==> src/rtl/nla_pkg.sv <==
// Shared definitions for the numeric datapath stages.
//   state_e      : Horner evaluation FSM states
//   DEF_DATA_W   : default sample/coefficient width
//   DEF_FRAC_W   : default number of fractional bits
//   SAT_MAX/MIN  : saturation bounds for the default width
//   SAT_IN_W     : width of the wide intermediate handed to saturate()
//   saturate()   : clamps a wide signed value to a w-bit signed range
package nla_pkg;

    localparam int DEF_DATA_W = 16;
    localparam int DEF_FRAC_W = 8;

    localparam logic signed [DEF_DATA_W-1:0] SAT_MAX = 16'sh7FFF;
    localparam logic signed [DEF_DATA_W-1:0] SAT_MIN = 16'sh8000;

    localparam int SAT_IN_W = 64;

    typedef enum logic [2:0] {
        S_IDLE,
        S_RD_TOP,
        S_LD_TOP,
        S_MUL_START,
        S_MUL_WAIT,
        S_ADD,
        S_DONE
    } state_e;

    // Result stays in the wide format so callers can compare it with the
    // input to detect clipping, then truncate to w bits.
    function automatic logic signed [SAT_IN_W-1:0] saturate(
        input logic signed [SAT_IN_W-1:0] v,
        input int                         w
    );
        logic signed [SAT_IN_W-1:0] hi;
        logic signed [SAT_IN_W-1:0] lo;
        hi = (64'sd1 <<< (w - 1)) - 64'sd1;
        lo = -(64'sd1 <<< (w - 1));
        if (v > hi)
            return hi;
        else if (v < lo)
            return lo;
        else
            return v;
    endfunction

endpackage

==> src/rtl/seq_mult_shift_add.sv <==
// Iterative signed multiplier, radix-2 shift-add, one multiplier bit per clock.
//   clk, rst : clock, synchronous active-high reset (aborts any product)
//   go       : one-cycle launch; a and b are sampled on this edge
//   a, b     : signed DATA_W-bit operands
//   done     : one-cycle strobe, DATA_W clock edges counting the launch edge
//   p        : signed 2*DATA_W-bit product, held until the next done
module seq_mult_shift_add #(
    parameter int DATA_W = 16
) (
    input  logic                  clk,
    input  logic                  rst,
    input  logic                  go,
    input  logic [DATA_W-1:0]     a,
    input  logic [DATA_W-1:0]     b,
    output logic                  done,
    output logic [2*DATA_W-1:0]   p
);

    localparam int PW = 2 * DATA_W;
    localparam int CW = $clog2(DATA_W + 1);

    logic              run_q;
    logic              done_q;
    logic              neg_q;
    logic [CW-1:0]     cnt_q;
    logic [PW-1:0]     acc_q;
    logic [PW-1:0]     mcand_q;
    logic [DATA_W-1:0] mplier_q;
    logic [PW-1:0]     p_q;

    logic [DATA_W-1:0] mag_a;
    logic [DATA_W-1:0] mag_b;
    logic [PW-1:0]     cur_acc;
    logic [PW-1:0]     cur_mcand;
    logic [DATA_W-1:0] cur_mplier;
    logic [PW-1:0]     acc_nxt;
    logic              last;

    // Unsigned magnitudes: -(-2^(W-1)) wraps to 2^(W-1), which is exactly
    // right when the value is read back as unsigned.
    always_comb begin
        mag_a = a[DATA_W-1] ? -a : a;
        mag_b = b[DATA_W-1] ? -b : b;
    end

    // The launch edge already consumes the first multiplier bit, so the
    // whole product takes DATA_W edges including the launch.
    always_comb begin
        if (go) begin
            cur_acc    = '0;
            cur_mcand  = {{DATA_W{1'b0}}, mag_a};
            cur_mplier = mag_b;
        end else begin
            cur_acc    = acc_q;
            cur_mcand  = mcand_q;
            cur_mplier = mplier_q;
        end
        acc_nxt = cur_acc + (cur_mplier[0] ? cur_mcand : '0);
        last    = run_q && (cnt_q == CW'(1));
    end

    always_ff @(posedge clk) begin
        if (rst) begin
            run_q    <= 1'b0;
            done_q   <= 1'b0;
            neg_q    <= 1'b0;
            cnt_q    <= '0;
            acc_q    <= '0;
            mcand_q  <= '0;
            mplier_q <= '0;
            p_q      <= '0;
        end else begin
            done_q <= 1'b0;
            if (go) begin
                run_q    <= 1'b1;
                neg_q    <= a[DATA_W-1] ^ b[DATA_W-1];
                cnt_q    <= CW'(DATA_W - 1);
                acc_q    <= acc_nxt;
                mcand_q  <= cur_mcand << 1;
                mplier_q <= cur_mplier >> 1;
            end else if (run_q) begin
                cnt_q    <= cnt_q - CW'(1);
                acc_q    <= acc_nxt;
                mcand_q  <= cur_mcand << 1;
                mplier_q <= cur_mplier >> 1;
                if (last) begin
                    run_q  <= 1'b0;
                    done_q <= 1'b1;
                    p_q    <= neg_q ? -acc_nxt : acc_nxt;
                end
            end
        end
    end

    assign done = done_q;
    assign p    = p_q;

endmodule

==> src/rtl/horner_poly_datapath.sv <==
// Horner polynomial evaluator in signed Q(DATA_W-FRAC_W).FRAC_W fixed point:
// y = ((c_N*x + c_(N-1))*x + ...)*x + c0, coefficients streamed highest first.
//   clk, rst     : clock, synchronous active-high reset (discards evaluation)
//   start        : launch pulse, honoured only when idle
//   x_in         : sample x, latched on an accepted start
//   n_coeff      : degree N (N+1 coefficients), latched on an accepted start
//   coeff_rd_en  : one-cycle read strobe to the coefficient buffer
//   coeff_in     : coefficient data, valid the cycle after coeff_rd_en
//   busy         : high whenever the FSM is not idle
//   result_valid : one-cycle strobe, coincident with a new result
//   result       : registered result, held until the next result_valid
//   overflow     : sticky saturation flag for the current evaluation
//
// state       | meaning
// ------------+------------------------------------------------------
// S_IDLE      | waiting for start
// S_RD_TOP    | request the highest-order coefficient
// S_LD_TOP    | load it into the accumulator
// S_MUL_START | launch acc*x, request the next coefficient
// S_MUL_WAIT  | wait for the multiplier
// S_ADD       | acc <= sat(scaled product + coefficient)
// S_DONE      | publish the result
module horner_poly_datapath
    import nla_pkg::*;
#(
    parameter int DATA_W     = DEF_DATA_W,
    parameter int FRAC_W     = DEF_FRAC_W,
    parameter int ADDR_LINES = 4
) (
    input  logic                  clk,
    input  logic                  rst,
    input  logic                  start,
    input  logic [DATA_W-1:0]     x_in,
    input  logic [ADDR_LINES-1:0] n_coeff,
    output logic                  coeff_rd_en,
    input  logic [DATA_W-1:0]     coeff_in,
    output logic                  busy,
    output logic                  result_valid,
    output logic [DATA_W-1:0]     result,
    output logic                  overflow
);

    state_e                state_q, state_d;
    logic [DATA_W-1:0]     x_q, x_d;
    logic [ADDR_LINES-1:0] cnt_q, cnt_d;
    logic [DATA_W-1:0]     acc_q, acc_d;
    logic [DATA_W-1:0]     result_q, result_d;
    logic                  valid_q, valid_d;
    logic                  ovf_q, ovf_d;
    logic [DATA_W-1:0]     c_q;
    logic                  rd_dly_q;

    logic                  mul_go;
    logic                  mul_done;
    logic [2*DATA_W-1:0]   mul_p;

    logic signed [SAT_IN_W-1:0] p_ext;
    logic signed [SAT_IN_W-1:0] prod_shift;
    logic signed [SAT_IN_W-1:0] prod_sat;
    logic signed [SAT_IN_W-1:0] c_ext;
    logic signed [SAT_IN_W-1:0] sum;
    logic                       prod_ovf;
    logic                       sum_ovf;
    logic [DATA_W-1:0]          acc_add;

    seq_mult_shift_add #(
        .DATA_W (DATA_W)
    ) u_mult (
        .clk  (clk),
        .rst  (rst),
        .go   (mul_go),
        .a    (acc_q),
        .b    (x_q),
        .done (mul_done),
        .p    (mul_p)
    );

    // Everything is widened to SAT_IN_W so the add cannot wrap before it
    // is clipped; the shift floors towards minus infinity.
    always_comb begin
        p_ext      = {{(SAT_IN_W-2*DATA_W){mul_p[2*DATA_W-1]}}, mul_p};
        prod_shift = p_ext >>> FRAC_W;
        prod_sat   = saturate(prod_shift, DATA_W);
        prod_ovf   = (prod_sat != prod_shift);
        c_ext      = {{(SAT_IN_W-DATA_W){c_q[DATA_W-1]}}, c_q};
        sum        = prod_sat + c_ext;
        sum_ovf    = (saturate(sum, DATA_W) != sum);
        acc_add    = DATA_W'(saturate(sum, DATA_W));
    end

    always_comb begin
        state_d     = state_q;
        x_d         = x_q;
        cnt_d       = cnt_q;
        acc_d       = acc_q;
        result_d    = result_q;
        valid_d     = 1'b0;
        ovf_d       = ovf_q;
        mul_go      = 1'b0;
        coeff_rd_en = 1'b0;
        case (state_q)
            S_IDLE: begin
                if (start) begin
                    x_d     = x_in;
                    cnt_d   = n_coeff;
                    ovf_d   = 1'b0;
                    state_d = S_RD_TOP;
                end
            end
            S_RD_TOP: begin
                coeff_rd_en = 1'b1;
                state_d     = S_LD_TOP;
            end
            S_LD_TOP: begin
                acc_d   = coeff_in;
                state_d = (cnt_q == '0) ? S_DONE : S_MUL_START;
            end
            S_MUL_START: begin
                mul_go      = 1'b1;
                coeff_rd_en = 1'b1;
                if (cnt_q != '0)
                    cnt_d = cnt_q - ADDR_LINES'(1);
                state_d     = S_MUL_WAIT;
            end
            S_MUL_WAIT: begin
                if (mul_done)
                    state_d = S_ADD;
            end
            S_ADD: begin
                acc_d = acc_add;
                if (prod_ovf || sum_ovf)
                    ovf_d = 1'b1;
                state_d = (cnt_q == '0) ? S_DONE : S_MUL_START;
            end
            S_DONE: begin
                result_d = acc_q;
                valid_d  = 1'b1;
                state_d  = S_IDLE;
            end
            default: state_d = S_IDLE;
        endcase
    end

    always_ff @(posedge clk) begin
        if (rst) begin
            state_q  <= S_IDLE;
            x_q      <= '0;
            cnt_q    <= '0;
            acc_q    <= '0;
            result_q <= '0;
            valid_q  <= 1'b0;
            ovf_q    <= 1'b0;
            c_q      <= '0;
            rd_dly_q <= 1'b0;
        end else begin
            state_q  <= state_d;
            x_q      <= x_d;
            cnt_q    <= cnt_d;
            acc_q    <= acc_d;
            result_q <= result_d;
            valid_q  <= valid_d;
            ovf_q    <= ovf_d;
            // Buffer data arrives one cycle after the strobe.
            rd_dly_q <= coeff_rd_en;
            if (rd_dly_q)
                c_q <= coeff_in;
        end
    end

    assign busy         = (state_q != S_IDLE);
    assign result_valid = valid_q;
    assign result       = result_q;
    assign overflow     = ovf_q;

endmodule

==> config.mk <==
export PLATFORM = sky130hd
export DESIGN_NAME = horner_poly_datapath
export DESIGN_NICKNAME = d
export VERILOG_FILES = /design/src/rtl/nla_pkg.sv /design/src/rtl/seq_mult_shift_add.sv /design/src/rtl/horner_poly_datapath.sv
export SDC_FILE = /design/constraint.sdc
export NUM_CORES = 1
export LEC_CHECK = 0
export ABC_AREA = 0
export BUFFER_PORTS_ARGS = -buffer_cell sky130_fd_sc_hd__buf_2
export CAP_MARGIN = 40
export CORE_UTILIZATION = 45
export DETAILED_ROUTE_END_ITERATION = 16
export GPL_TIMING_DRIVEN = 0
export PLACE_DENSITY = 0.6
export SYNTH_ARGS = -nofsm -noshare
export SYNTH_HDL_FRONTEND = slang
export SYNTH_HIERARCHICAL = 1
export SYNTH_SLANG_ARGS = --single-unit
==> constraint.sdc <==
create_clock -name clk -period 6.2 [get_ports clk]
set_input_delay 0.31 -clock clk [delete_from_list [all_inputs] [get_ports clk]]
set_output_delay 0.31 -clock clk [all_outputs]
set_load 0.02 [all_outputs]
==> flow_summary_export.csv <==
group,metric,value,unit
placement,io_buffers,57,
drt,drt_iter0_markers,994,
floorplanning,ios,59,
clock_tree,clk_latency,0.45,ns
timing,tightest_slew,0.856,ns
layout,n_antenna_cell,0,
timing,fin_crit_sh,1.14,
pwr,p_int,2.03,mW
grt,overflow,0,
worst_hold_path,hold_class,"primary input to flop",
timing,fin_skew,0.0165,ns
clock_tree,cts_buffers,17,
critical_path,critPathLaunch,"u_mult/p[30]$_SDFFE_PP0P_",
layout,fillers,2970,
timing,fin_crit,7.09,ns
logic_synthesis,netlist_area,13600,um2
drt,post_drt_via_cell_ratio,5.86,
clock_tree,clkTransAtPathRegs,0.08,ns
logic_synthesis,ys_warn_count,6,
critical_path,slowest_delay,0.56,ns
pwr,swShare,0.315,
logic_synthesis,syn_avg_cell_area,7.77,um2
critical_path,end_kind,"flop",
critical_path,startpoint_type,"flop",
clock_tree,cts_tree,"done",
timing,hold_viol_final,0,
floorplanning,fp.dieH,176,um
timing,setup_ws,-0.893,ns
floorplanning,core,29600,um2
critical_path,crit_arrival,7.41,ns
pwr,p_leak,5.83,nW
clock_tree,hold_buffers,0,
layout,instances_no_fill,2242,
timing,finalMaxSlewViolations,0,
drt,firstDrtPassIters,8,
critical_path,critPathSlowestCell,"or4_4",
critical_path,crit_buf_inv,2,
pwr,p_switching,0.936,mW
drt,wirelength,41900,um
timing,timing.fmax,141,MHz
drt,drc,0,
floorplanning,start_util,0.457,
critical_path,required,6.52,ns
grt,grt_pass1_vias,12302,
pwr,seqPwrFrac,0.434,
timing,finalSetupViolCount,1,
critical_path,critPathKind,"flop to flop",
drt,vias,13137,
flow_run,cap_violations,0,
critical_path,r2r_cells,29,
outcome,violations,"setup timing",
clock_tree,clk_path_buf_depth,2,
floorplanning,die_w,176,um
critical_path,setup.reg_to_reg.worst_slack,-0.89,ns
critical_path,crit_family,"simple AND/OR/NAND/NOR gates",
grt,grt_max_degree,18,
timing,rsz0062_at_grt,"yes",
pwr,power_density,193,nW/um2
grt,antenna_found_initial,0,
grt,grt_pass1_wl,66500,um
placement,placedCellCount,2197,
layout,design_area,15400,um2
logic_synthesis,syn_inst,1745,
placement,place_hpwl,32400,um
timing,slew_headroom,0.425,
critical_path,r2r-end,"overflow$_SDFFE_PP0P_",
clock_tree,cts_root_buf,"clkbuf_16",
floorplanning,fp.dieArea,30800,um2
critical_path,crit_end,"overflow$_SDFFE_PP0P_",
outcome,status,"finished, violations left",
clock_tree,htreeDepth,4,
floorplanning,rows,63,
logic_synthesis,synth.net_count,1858,
layout,fin_nets,1952,
pwr,irDropWorstVdd,0.000191,V
pwr,pwr-share-clk,0.374,
placement,gp_congestion,0.924,
drt,drtAntennaViolNets,0,
pwr,combPwrFrac,0.192,
placement,dpl-instance-area,14500,um2
layout,drive_gt1_frac,0.147,
layout,syn_to_final_growth,13.6,%
clock_tree,cts.sinks,184,
critical_path,crit_cells,29,
critical_path,r2r-start,"u_mult/p[30]$_SDFFE_PP0P_",
drt,routedWlPerCell,18.7,um
grt,grtUsageTotal,0.272,
critical_path,worst-path-max-fanout,10,
==> worst min path at each step <==
stage / startpoint / to / slack, ns / depth (start not counted)
final: x_in[2] / x_q[2]$_SDFFE_PP0P_ / 0.09 / 3
after global routing: x_in[4] / x_q[4]$_SDFFE_PP0P_ / 0.1 / 3
after CTS: x_in[4] / x_q[4]$_SDFFE_PP0P_ / 0.08 / 3
after detailed placement: u_mult/acc_q[8]$_SDFFE_PP0P_ / u_mult/acc_q[8]$_SDFFE_PP0P_ / 0.44 / 2
after global placement: u_mult/acc_q[18]$_SDFFE_PP0P_ / u_mult/acc_q[18]$_SDFFE_PP0P_ / 0.43 / 2
after floorplan: u_mult/acc_q[0]$_SDFFE_PP0P_ / u_mult/acc_q[0]$_SDFFE_PP0P_ / 0.43 / 2
==> layer usage <==
metal | track usage | routed length [um] | up-vias
met1 | 0.376 | 19700 | 6304
met5 | 0 | 0 | -
met2 | 0.445 | 19500 | 327
li1 | - | - | 6458
met3 | 0.0331 | 2040 | 48
met4 | 0.0699 | 731 | 0
==> cell type report <==
| type | count | area (um2) | share of cell area |
|---|---|---|---|
| plain buffers | 105 | 627 | 0.0407 |
| clock buffers | 19 | 443 | 0.0288 |
| clock inverters | 13 | 131 | 0.00853 |
| inverters | 52 | 199 | 0.0129 |
| multi-input cells | 1401 | 9350 | 0.607 |
| flip-flops and latches | 184 | 3700 | 0.240 |
| well taps | 390 | 488 | 0.0317 |
| repair buffers | 78 | 464 | 0.0301 |
==> sequential cells by signal, summed over array words and instances, names as in the netlist <==
signal / cells
u_mult/acc_q: 32
u_mult/neg_q: 1
state_q: 3
acc_q: 16
u_mult/cnt_q: 5
result_valid: 1
u_mult/mcand_q: 31
u_mult/p: 24
result: 16
cnt_q: 4
x_q: 16
u_mult/done: 1
u_mult/mplier_q: 15
overflow: 1
rd_dly_q: 1
c_q: 16
u_mult/run_q: 1
==> worst reg2reg max path, delay by kind of cell, from the launching register on <==
kind / cells / cell delay [ns]
flops: 1 / 0.38
xor+xnor: 1 / 0.13
compound gates: 11 / 2.33
fa+ha+maj: 5 / 1.21
simple gates: 10 / 2.74
buf+inv: 2 / 0.19
==> placed cells by master, fill, tap and decap left out, types with 7 or more instances in the layout <==
cell type    n
buf_4       17
clkbuf_8     7
nor3_1      37
xnor2_1     39
a21o_1      25
dfxtp_1    176
or3_1       18
fa_1        11
nor4_1      14
and2_1      32
o21ai_0     78
o211ai_1    12
a21oi_1    148
clkbuf_2     7
a221oi_2    16
dfxtp_2      7
nand2_1    207
nand4_1     21
o21ai_1     20
a31oi_1     11
buf_2       67
mux2i_1     40
nand2_2     11
nand2b_1    20
a22oi_1     20
nand3_1     20
a211oi_1    71
xor2_1      42
o21a_1      22
a21oi_2     16
nor2_1     170
nor2b_1     55
o31ai_1     15
clkbuf_1    68
inv_1       48
clkbuf_16   18
or2_2        7
ha_1        58
==> repair_timing <==
item                       in CTS  in global routing
pin swaps                       7                 13
setup buffers                   6                  9
cloned                          0                  1
resized for setup              28                 56
setup endpoints to repair      22                 33
==> power groups by stage <==
stage	Combinational (mW)	Clock (mW)	Sequential, mW
2_1_floorplan	0.393	0	1.29
3_3_place_gp	0.527	0	1.31
3_5_place_dp	0.536	0	1.31
4_1_cts	0.554	1.13	1.28
5_1_grt	0.623	1.18	1.30
6_report	0.571	1.11	1.29
==> per-stage QoR <==
stage	hold WS, ns	worst slack, ns	total power [mW]	util	setup TNS (ns)
3_3_place_gp	0.434	-1.55	1.84	0.487	-8.35
6_report	0.0903	-0.893	2.97	0.520	-0.893
5_1_grt	0.0951	-1.24	3.09	0.520	-3.94
3_5_place_dp	0.441	-1.54	1.85	0.488	-7.25
4_1_cts	0.0834	-0.922	2.96	0.512	-0.922
2_1_floorplan	0.427	-0.0104	1.68	-	-0.0104
(Power assumes the default switching activity.)
